==> src/rtl/instr_fetch.sv <==
// Instruction fetch: one outstanding imem request at a time, feeding a small FIFO toward decode.
// Build option: define FETCH_HALT_EN to stop fetching after a HALT opcode (6'b111111) is buffered.
module instr_fetch #(
    parameter logic [15:0] RESET_PC  = 16'h0000,
    parameter int          BUF_DEPTH = 2
) (
    input  logic        clk,
    input  logic        reset,
    output logic        imem_req,
    output logic [15:0] imem_addr,
    input  logic        imem_gnt,
    input  logic        imem_rvalid,
    input  logic [31:0] imem_rdata,
    output logic [31:0] instr,
    output logic [15:0] instr_pc,
    output logic        instr_valid,
    input  logic        instr_ready,
    input  logic        redirect,
    input  logic [15:0] redirect_pc
);

    localparam int PTR_W = (BUF_DEPTH > 1) ? $clog2(BUF_DEPTH) : 1;
    localparam int CNT_W = PTR_W + 1;
    localparam logic [CNT_W-1:0] DEPTH_C = CNT_W'(BUF_DEPTH);

`ifdef FETCH_HALT_EN
    localparam logic [5:0] OP_HALT  = 6'b111111;
    localparam logic [1:0] ST_FETCH = 2'd0;
    localparam logic [1:0] ST_WAIT  = 2'd1;
    localparam logic [1:0] ST_HALT  = 2'd2;
    logic [1:0] state_q, state_d;
`else
    localparam logic [0:0] ST_FETCH = 1'b0;
    localparam logic [0:0] ST_WAIT  = 1'b1;
    logic [0:0] state_q, state_d;
`endif

    logic [15:0]      pc_q, pc_d;
    logic [15:0]      req_pc_q, req_pc_d;
    logic             discard_q, discard_d;
    logic [CNT_W-1:0] count_q, count_d;
    logic [PTR_W-1:0] rd_ptr_q, rd_ptr_d;
    logic [PTR_W-1:0] wr_ptr_q, wr_ptr_d;
    logic             stale_q, stale_d;
    logic [2:0]       window_q, window_d;

    logic [31:0] slot_data [BUF_DEPTH];
    logic [15:0] slot_tag  [BUF_DEPTH];

    logic grant;
    logic xfer;
    logic stale_drop;
    logic rsp;
    logic buf_wr;

    always_comb begin
        imem_req = 1'b0;
        if (!reset && state_q == ST_FETCH && count_q < DEPTH_C && !redirect) begin
            imem_req = 1'b1;
        end
    end

    assign imem_addr   = pc_q;
    assign instr_valid = (count_q != '0);
    assign instr       = slot_data[rd_ptr_q];
    assign instr_pc    = slot_tag[rd_ptr_q];

    assign grant      = imem_req && imem_gnt;
    assign xfer       = instr_valid && instr_ready;
    // A response to a grant issued before reset may still arrive shortly after it.
    assign stale_drop = imem_rvalid && stale_q && (window_q != 3'd0);
    assign rsp        = imem_rvalid && !stale_drop && (state_q == ST_WAIT);
    assign buf_wr     = rsp && !discard_q && !redirect;

    always_comb begin
        state_d   = state_q;
        discard_d = discard_q;
        pc_d      = pc_q;
        req_pc_d  = req_pc_q;
        if (grant) begin
            state_d  = ST_WAIT;
            pc_d     = pc_q + 16'd1;
            req_pc_d = pc_q;
        end
        if (rsp) begin
            state_d   = ST_FETCH;
            discard_d = 1'b0;
`ifdef FETCH_HALT_EN
            if (buf_wr && imem_rdata[31:26] == OP_HALT) begin
                state_d = ST_HALT;
            end
`endif
        end
        if (redirect) begin
            pc_d = redirect_pc;
            // A still-pending response must be swallowed before fetching resumes.
            if (state_q == ST_WAIT && !rsp) begin
                discard_d = 1'b1;
            end else begin
                state_d = ST_FETCH;
            end
        end
    end

    always_comb begin
        rd_ptr_d = rd_ptr_q;
        wr_ptr_d = wr_ptr_q;
        count_d  = count_q;
        if (xfer) begin
            rd_ptr_d = rd_ptr_q + PTR_W'(1);
        end
        if (buf_wr) begin
            wr_ptr_d = wr_ptr_q + PTR_W'(1);
        end
        case ({buf_wr, xfer})
            2'b10:   count_d = count_q + CNT_W'(1);
            2'b01:   count_d = count_q - CNT_W'(1);
            default: count_d = count_q;
        endcase
        if (redirect) begin
            rd_ptr_d = '0;
            wr_ptr_d = '0;
            count_d  = '0;
        end
    end

    always_comb begin
        stale_d  = stale_q;
        window_d = window_q;
        if (reset) begin
            stale_d  = (stale_q || state_q == ST_WAIT) && !imem_rvalid;
            window_d = 3'd4;
        end else begin
            if (window_q != 3'd0) begin
                window_d = window_q - 3'd1;
            end
            if (stale_drop || window_q == 3'd0) begin
                stale_d = 1'b0;
            end
        end
    end

    always_ff @(posedge clk) begin
        if (reset) begin
            state_q   <= ST_FETCH;
            discard_q <= 1'b0;
            pc_q      <= RESET_PC;
            req_pc_q  <= '0;
            count_q   <= '0;
            rd_ptr_q  <= '0;
            wr_ptr_q  <= '0;
        end else begin
            state_q   <= state_d;
            discard_q <= discard_d;
            pc_q      <= pc_d;
            req_pc_q  <= req_pc_d;
            count_q   <= count_d;
            rd_ptr_q  <= rd_ptr_d;
            wr_ptr_q  <= wr_ptr_d;
        end
        stale_q  <= stale_d;
        window_q <= window_d;
    end

    generate
        for (genvar gi = 0; gi < BUF_DEPTH; gi++) begin : g_slot
            logic [31:0] data_q, data_d;
            logic [15:0] tag_q, tag_d;

            always_comb begin
                data_d = data_q;
                tag_d  = tag_q;
                if (buf_wr && wr_ptr_q == PTR_W'(gi)) begin
                    data_d = imem_rdata;
                    tag_d  = req_pc_q;
                end
            end

            always_ff @(posedge clk) begin
                if (reset) begin
                    data_q <= '0;
                    tag_q  <= '0;
                end else begin
                    data_q <= data_d;
                    tag_q  <= tag_d;
                end
            end

            assign slot_data[gi] = data_q;
            assign slot_tag[gi]  = tag_q;
        end
    endgenerate

endmodule

==> config.mk <==
export PLATFORM = sky130hd
export DESIGN_NAME = instr_fetch
export DESIGN_NICKNAME = d
export VERILOG_FILES = /design/src/rtl/instr_fetch.sv
export SDC_FILE = /design/constraint.sdc
export NUM_CORES = 1
export LEC_CHECK = 0
export ABC_AREA = 1
export CORE_MARGIN = 2
export CORE_UTILIZATION = 54
export CTS_BUF_LIST = sky130_fd_sc_hd__clkbuf_2
export DETAILED_ROUTE_END_ITERATION = 8
export HOLD_SLACK_MARGIN = 0.05
export PLACE_DENSITY = 0.83
export SYNTH_ARGS = -nofsm -noshare
export SYNTH_HDL_FRONTEND = slang
export SYNTH_SLANG_ARGS = --single-unit
==> constraint.sdc <==
create_clock -name clk -period 2.1 [get_ports clk]
set_input_delay 0.63 -clock clk [delete_from_list [all_inputs] [get_ports clk]]
set_output_delay 0.63 -clock clk [all_outputs]
set_load 0.005 [all_outputs]
* Word level (Yosys, flattened, before mapping)
Index checks and enable logic that the tools add are counted.
** Word-level totals
- Register bits :: 138
- Bits of input ports :: 54
- Output and inout bits :: 66
- Logic and storage cells :: 75
** Operators by class
- Add/subtract/negate cells :: 6
- Magnitude comparators :: 2
- Equal/unequal tests :: 2
- Mux-type cells :: 19
- Bitwise logic cells :: 3
- Reduce and logical (&&, ||, !) cells :: 30
** Operators with widths (number)
- $mux 32 :: 3
- $mux 16 :: 5
- $add 16x1->16 const B :: 1
- $logic_and 1x1->1 :: 15
- $mux 1 :: 10
- $reduce_bool 2->1 :: 4
- $logic_not 1->1 :: 6
- $pmux 2 s2 :: 1
- $logic_not 3->1 :: 1
- $reduce_bool 3->1 :: 1
- $sub 3x1->3 const B :: 1
- $add 1x1->1 const B :: 2
- $add 2x1->2 const B :: 1
- $eq 2x1->1 const B :: 1
- $eq 2x2->1 const B :: 1
- $ge 2x2->1 const B :: 1
- $logic_or 1x1->1 :: 2
- $lt 2x2->1 const B :: 1
- $not 1->1 :: 2
- $not 1->2 :: 1
- $reduce_or 2->1 :: 1
- $sub 2x1->2 const B :: 1

* Logic depth before layout (Yosys ltp)
- Depth after elaboration :: 10
- Depth in mapped cells :: 12
- Mapped depth without buffers :: 12

* Worst setup path after synthesis
No wires, ideal clock.
- Path type :: input -> register
- Start :: input redirect
- End :: register count_q[1]
- Setup time :: 70 ps
- Data arrival time :: 1867 ps
- Data required time :: 2030 ps
- Slack :: 163 ps
- Cell stages on the path :: 10
- Buffers on the path :: 1
- Cell sequence :: buf_6 nor2_1 inv_2 nor2_8 inv_1 ha_1 o21bai_1 a21oi_1 o21ai_0 a21oi_1
** On the way
- Longest elaborated chain between the ends :: 4
- Elaborated cells between the ends (all ways) :: 7
- Classes of those cells :: eq/ne: 2; mux: 1; reduce/logical: 4
** Ends and longest elaborated chain
- start: declaration :: RTL line 18 : input logic redirect,
- $logic_not 1->1 :: RTL line 73 : assign buf_wr = rsp && !discard_q && !redirect;
- $logic_and 1x1->1 :: RTL line 73
- $eq 2x1->1 / $eq 2x2->1 (equally long branches) :: RTL line 115 : case ({buf_wr, xfer})
- $pmux 2 s2 / $reduce_bool 2->1 (equally long branches)
- end signal: assignment :: RTL line 157 : count_q <= count_d;
- end: declaration :: RTL line 41 : logic [CNT_W-1:0] count_q, count_d;
Parallel ways exist; a longest one is shown, timed or not.
A chain may end at the register's enable or synchronous reset.

* Final worst setup path
- Start :: register rd_ptr_q
- End :: output instr[10]
** On the way
- Longest elaborated chain between the ends :: 4
** Ends and longest elaborated chain
- start: declaration :: RTL line 42 : logic [PTR_W-1:0] rd_ptr_q, rd_ptr_d;
- start signal: assignment :: RTL line 158 : rd_ptr_q <= rd_ptr_d;
- $not 1->2 (not written as such) :: RTL line 65 : assign instr = slot_data[rd_ptr_q];
- $mux 32 (not written as such) (3 in series) :: RTL line 65
- end: declaration :: RTL line 14 : output logic [31:0] instr,
No other way between the ends. The select of a mux whose other input is x is not followed.

==> impl_metrics.prom <==
# TYPE chip_impl_metric gauge
chip_impl_metric{name="synth-edff-count",unit=""} 1
chip_impl_metric{name="reg_clk_slew_reported_paths",unit="ns"} 0.20
chip_impl_info{name="final_cell_mix",value="219 x sky130_fd_sc_hd__nor2_1, 135 x sky130_fd_sc_hd__nand2_1, 117 x sky130_fd_sc_hd__dfxtp_1, 86 x sky130_fd_sc_hd__o21ai_0, 61 x sky130_fd_sc_hd__nand2_2"} 1
chip_impl_info{name="yosys_most_used_dff",value="sky130_fd_sc_hd__dfxtp_1"} 1
chip_impl_metric{name="r2r_slack",unit="ns"} 0.14
chip_impl_info{name="critical_path.endpoint_type",value="output pin"} 1
chip_impl_metric{name="first_global_vias",unit=""} 5828
chip_impl_info{name="rr_endpoint",value="count_q[1]"} 1
chip_impl_info{name="crit_slowest_cell",value="sky130_fd_sc_hd__dfxtp_4"} 1
chip_impl_metric{name="worstMarginPinSlew",unit="ns"} 0.4741
chip_impl_metric{name="synth.net_count",unit=""} 933
chip_impl_info{name="timing.critical_path.cells",value="inv_8 -> buf_6 -> buf_16 -> nand2_4 -> nand2_2 -> buf_2"} 1
chip_impl_metric{name="synth_async_sr_flop_share",unit=""} 0
chip_impl_metric{name="cts_htree_levels",unit=""} 4
chip_impl_metric{name="die_area",unit="um2"} 12100
chip_impl_info{name="tritoncts_clock_tree",value="built"} 1
chip_impl_metric{name="boundaryPins",unit=""} 120
chip_impl_metric{name="setup_ws",unit="ns"} -0.2711
chip_impl_metric{name="rr_worst_depth",unit=""} 12
chip_impl_metric{name="leakage",unit="nW"} 3.823
chip_impl_metric{name="multiInputGateArea",unit="um2"} 3203
chip_impl_metric{name="final-setup-viol-count",unit=""} 50
chip_impl_metric{name="post_synth_inst_count",unit=""} 875
chip_impl_metric{name="critical_path_buf_inv_count",unit=""} 4
chip_impl_metric{name="die_h",unit="um"} 110.0
chip_impl_metric{name="place_congestion",unit=""} 0.8442
chip_impl_metric{name="layout_worst_path_cycle_share",unit=""} 1.129
chip_impl_metric{name="cp_data_required_time",unit="ns"} 1.47
chip_impl_metric{name="drive_gt1_frac",unit=""} 0.2775
chip_impl_metric{name="post_layout_instance_count_excluding_filler_cells",unit=""} 1196
chip_impl_metric{name="max_clock_freq",unit="GHz"} 0.4218
chip_impl_info{name="min_to",value="window_q[0]"} 1
chip_impl_metric{name="vdd_drop_max",unit="mV"} 0.3266
chip_impl_metric{name="slew-limit-headroom",unit=""} 0.6828
chip_impl_metric{name="drc",unit=""} 0
chip_impl_metric{name="cts_inserted_buffers",unit=""} 17
chip_impl_metric{name="portBuffers",unit=""} 119
chip_impl_metric{name="cts_sinks",unit=""} 138
chip_impl_metric{name="sequential_cell_area",unit="um2"} 2828
chip_impl_metric{name="routed_wire_length_per_instance",unit="um"} 14.77
chip_impl_metric{name="number_of_cells_traversed_by_the_worst_hold_path",unit=""} 1
chip_impl_metric{name="slew_viols_final",unit=""} 0
chip_impl_metric{name="floorplan.die.width",unit="um"} 110.0
chip_impl_metric{name="critPathArrivalTime",unit="ns"} 1.74
chip_impl_metric{name="grt_overall_usage",unit=""} 0.2920
chip_impl_metric{name="wl",unit="mm"} 17.66
chip_impl_metric{name="grt_first_pass_wirelength",unit="mm"} 27.55
chip_impl_metric{name="max-clock-path-buffers",unit=""} 2
chip_impl_metric{name="worstPathMaxFanout",unit=""} 5
chip_impl_metric{name="finClkSkew",unit="ns"} 0.04135
chip_impl_metric{name="num-fill-cells",unit=""} 751
chip_impl_metric{name="count_of_distinct_cell_types_in_the_synthesized_netlist",unit=""} 36
chip_impl_metric{name="dpl_worst_slack",unit="ns"} -0.4225
chip_impl_metric{name="critPathMaxStageDelay",unit="ns"} 0.48
chip_impl_metric{name="max_cap_violations",unit=""} 0
chip_impl_metric{name="initial_utilization",unit=""} 0.5573
chip_impl_metric{name="setup_tns",unit="ns"} -11.12
chip_impl_metric{name="route.detailed.vias_per_inst",unit=""} 5.217
chip_impl_info{name="min-delay-path-class",value="reg2reg"} 1
chip_impl_metric{name="cellPowerDensity",unit="nW/um2"} 555.2
chip_impl_metric{name="drt.antenna.violating_nets",unit=""} 0
chip_impl_metric{name="stdcell_area",unit="um2"} 8621
chip_impl_info{name="status",value="finished, violations left"} 1
chip_impl_metric{name="mappedNetlistArea",unit="um2"} 6068
chip_impl_metric{name="total_power",unit="mW"} 4.786
chip_impl_metric{name="synth-seq-cells",unit=""} 138
chip_impl_metric{name="initialDrtViolationCount",unit=""} 386
chip_impl_metric{name="period_needed",unit="ns"} 2.371
chip_impl_metric{name="detailroute.via_count",unit=""} 6239
chip_impl_metric{name="nNetsFinal",unit=""} 1102
chip_impl_metric{name="synth.yosys.seq_area_share",unit=""} 0.4569
chip_impl_metric{name="antenna_found_initial",unit=""} 0
chip_impl_metric{name="dp_hpwl",unit="mm"} 9.999
chip_impl_metric{name="antennaDiodeCount",unit=""} 0
chip_impl_metric{name="synth_area_per_cell",unit="um2"} 6.935
chip_impl_info{name="critical-path-top-delay-family",value="flip-flops"} 1
chip_impl_metric{name="whs",unit="ns"} 0.4469
chip_impl_metric{name="utilization",unit=""} 0.7918
chip_impl_metric{name="pin_count_of_the_biggest_net_entering_global_routing",unit=""} 57
chip_impl_info{name="worst_r2r_startpoint",value="window_q[0]"} 1
chip_impl_info{name="rsz0062_at_grt",value="yes"} 1
chip_impl_metric{name="placed_cells_incl_taps",unit=""} 1122
chip_impl_metric{name="cts.hold.buffers_added",unit=""} 0
chip_impl_metric{name="hold_viol",unit=""} 0
chip_impl_info{name="final_common_cell",value="sky130_fd_sc_hd__nor2_1"} 1
chip_impl_info{name="hold_start",value="window_q[0]"} 1
chip_impl_info{name="ctsRootBufferMaster",value="sky130_fd_sc_hd__clkbuf_2"} 1
chip_impl_metric{name="floorplan.core_area",unit="um2"} 10890
chip_impl_info{name="crit_type",value="reg2out"} 1
chip_impl_info{name="worst_setup_path_start_kind",value="flop"} 1
chip_impl_metric{name="total_number_of_placement_rows",unit=""} 38
chip_impl_metric{name="syn_to_final_growth",unit="%"} 42.06
chip_impl_metric{name="yosys_warnings",unit=""} 0
chip_impl_info{name="failed_checks",value="setup timing"} 1
chip_impl_metric{name="grt_overflow",unit=""} 0
chip_impl_metric{name="placedInstanceArea",unit="um2"} 7550
chip_impl_metric{name="drt-pass1-iter-count",unit=""} 5
chip_impl_metric{name="worst_skew_pair.late_latency",unit="ns"} 0.69
## worst max-delay path by stage
stage / startpoint / to / slack (ns) / cells after the start
floorplan: redirect / count_q[1] / 0.16 / 10
global placement: redirect / imem_req / -0.38 / 5
detailed placement: redirect / imem_req / -0.42 / 5
CTS: rd_ptr_q / instr_pc[0] / -0.27 / 6
global route: rd_ptr_q / instr[10] / -0.34 / 6
finish: rd_ptr_q / instr[10] / -0.27 / 6
## state kept, by name (all words and copies together), names as in the netlist, named ones only
signal,count
g_slot.data_q,64
g_slot.tag_q,32
imem_addr,16
req_pc_q,16
window_q,3
count_q,2
rd_ptr_q,1
stale_q,1
state_q,1
wr_ptr_q,1
## report_power, final
group	internal, mW	switching, mW	leakage, nW
Sequential	2.70	0.0571	1.13
Clock	0.411	0.983	0.120
Combinational	0.316	0.320	2.57
## cell families (layout without fill, tap and decap cells)
logic type | after synthesis | count (layout) | share of synthesized area
AND/OR/NAND/NOR | 480 | 480 | 0.3144
AO/OA/AOI/OAI | 157 | 157 | 0.1348
adder cells (fa/ha/maj) | 4 | 4 | 0.008248
flip-flops | 138 | 138 | 0.4569
buffers and inverters | 94 | 275 | 0.08268
XOR/XNOR | 2 | 2 | 0.002887
## final cells by class
class / count / area share
tap: 140 / 0.02032
timing repair buffer: 200 / 0.2370
inverter: 44 / 0.02032
clock inverter: 13 / 0.01234
multi-input combinational: 643 / 0.3716
sequential: 138 / 0.3280
clock buffer: 18 / 0.01045
## cell usage after synthesis (5+ instances only)
master	instances	area share
sky130_fd_sc_hd__o21ai_1	30	0.025
sky130_fd_sc_hd__nand3_1	21	0.017
sky130_fd_sc_hd__clkbuf_1	26	0.016
sky130_fd_sc_hd__buf_2	6	0.0049
sky130_fd_sc_hd__a21oi_1	27	0.022
sky130_fd_sc_hd__nor2_1	220	0.14
sky130_fd_sc_hd__nand2_1	226	0.14
sky130_fd_sc_hd__a31oi_1	5	0.0052
sky130_fd_sc_hd__inv_1	37	0.023
sky130_fd_sc_hd__o21ai_0	86	0.071
sky130_fd_sc_hd__dfxtp_1	137	0.45
sky130_fd_sc_hd__buf_6	6	0.011
sky130_fd_sc_hd__inv_2	5	0.0031
## worst register-to-register path, stage by stage (launching register included)
cell                       delay, ns
sky130_fd_sc_hd__dfxtp_2        0.37
sky130_fd_sc_hd__inv_1          0.11
sky130_fd_sc_hd__ha_4           0.16
sky130_fd_sc_hd__nand2_4        0.07
sky130_fd_sc_hd__nand2_4        0.07
sky130_fd_sc_hd__nand3_4        0.09
sky130_fd_sc_hd__nor2_8         0.10
sky130_fd_sc_hd__inv_1          0.06
sky130_fd_sc_hd__ha_1           0.29
sky130_fd_sc_hd__o21bai_1       0.18
sky130_fd_sc_hd__a21oi_2        0.14
sky130_fd_sc_hd__o21ai_0        0.12
sky130_fd_sc_hd__a21oi_1        0.14
## layer usage
| metal | routed length, um | vias up | global-route usage |
|---|---|---|---|
| met3 | 1089 | 30 | 0.05350 |
| met5 | 0 | - | 0 |
| met4 | 363 | 0 | 0.1212 |
| li1 | - | 3113 | - |
| met1 | 7504 | 2869 | 0.3569 |
| met2 | 8705 | 227 | 0.5044 |
## timing repair
| action | in CTS | in global routing |
|---|---|---|
| gates resized for setup | 361 | 73 |
| pin swaps | 33 | 25 |
| setup buffers | 37 | 2 |
| cloned | 7 | 0 |
| setup endpoints to repair | 66 | 51 |
(Power assumes the default switching activity.)
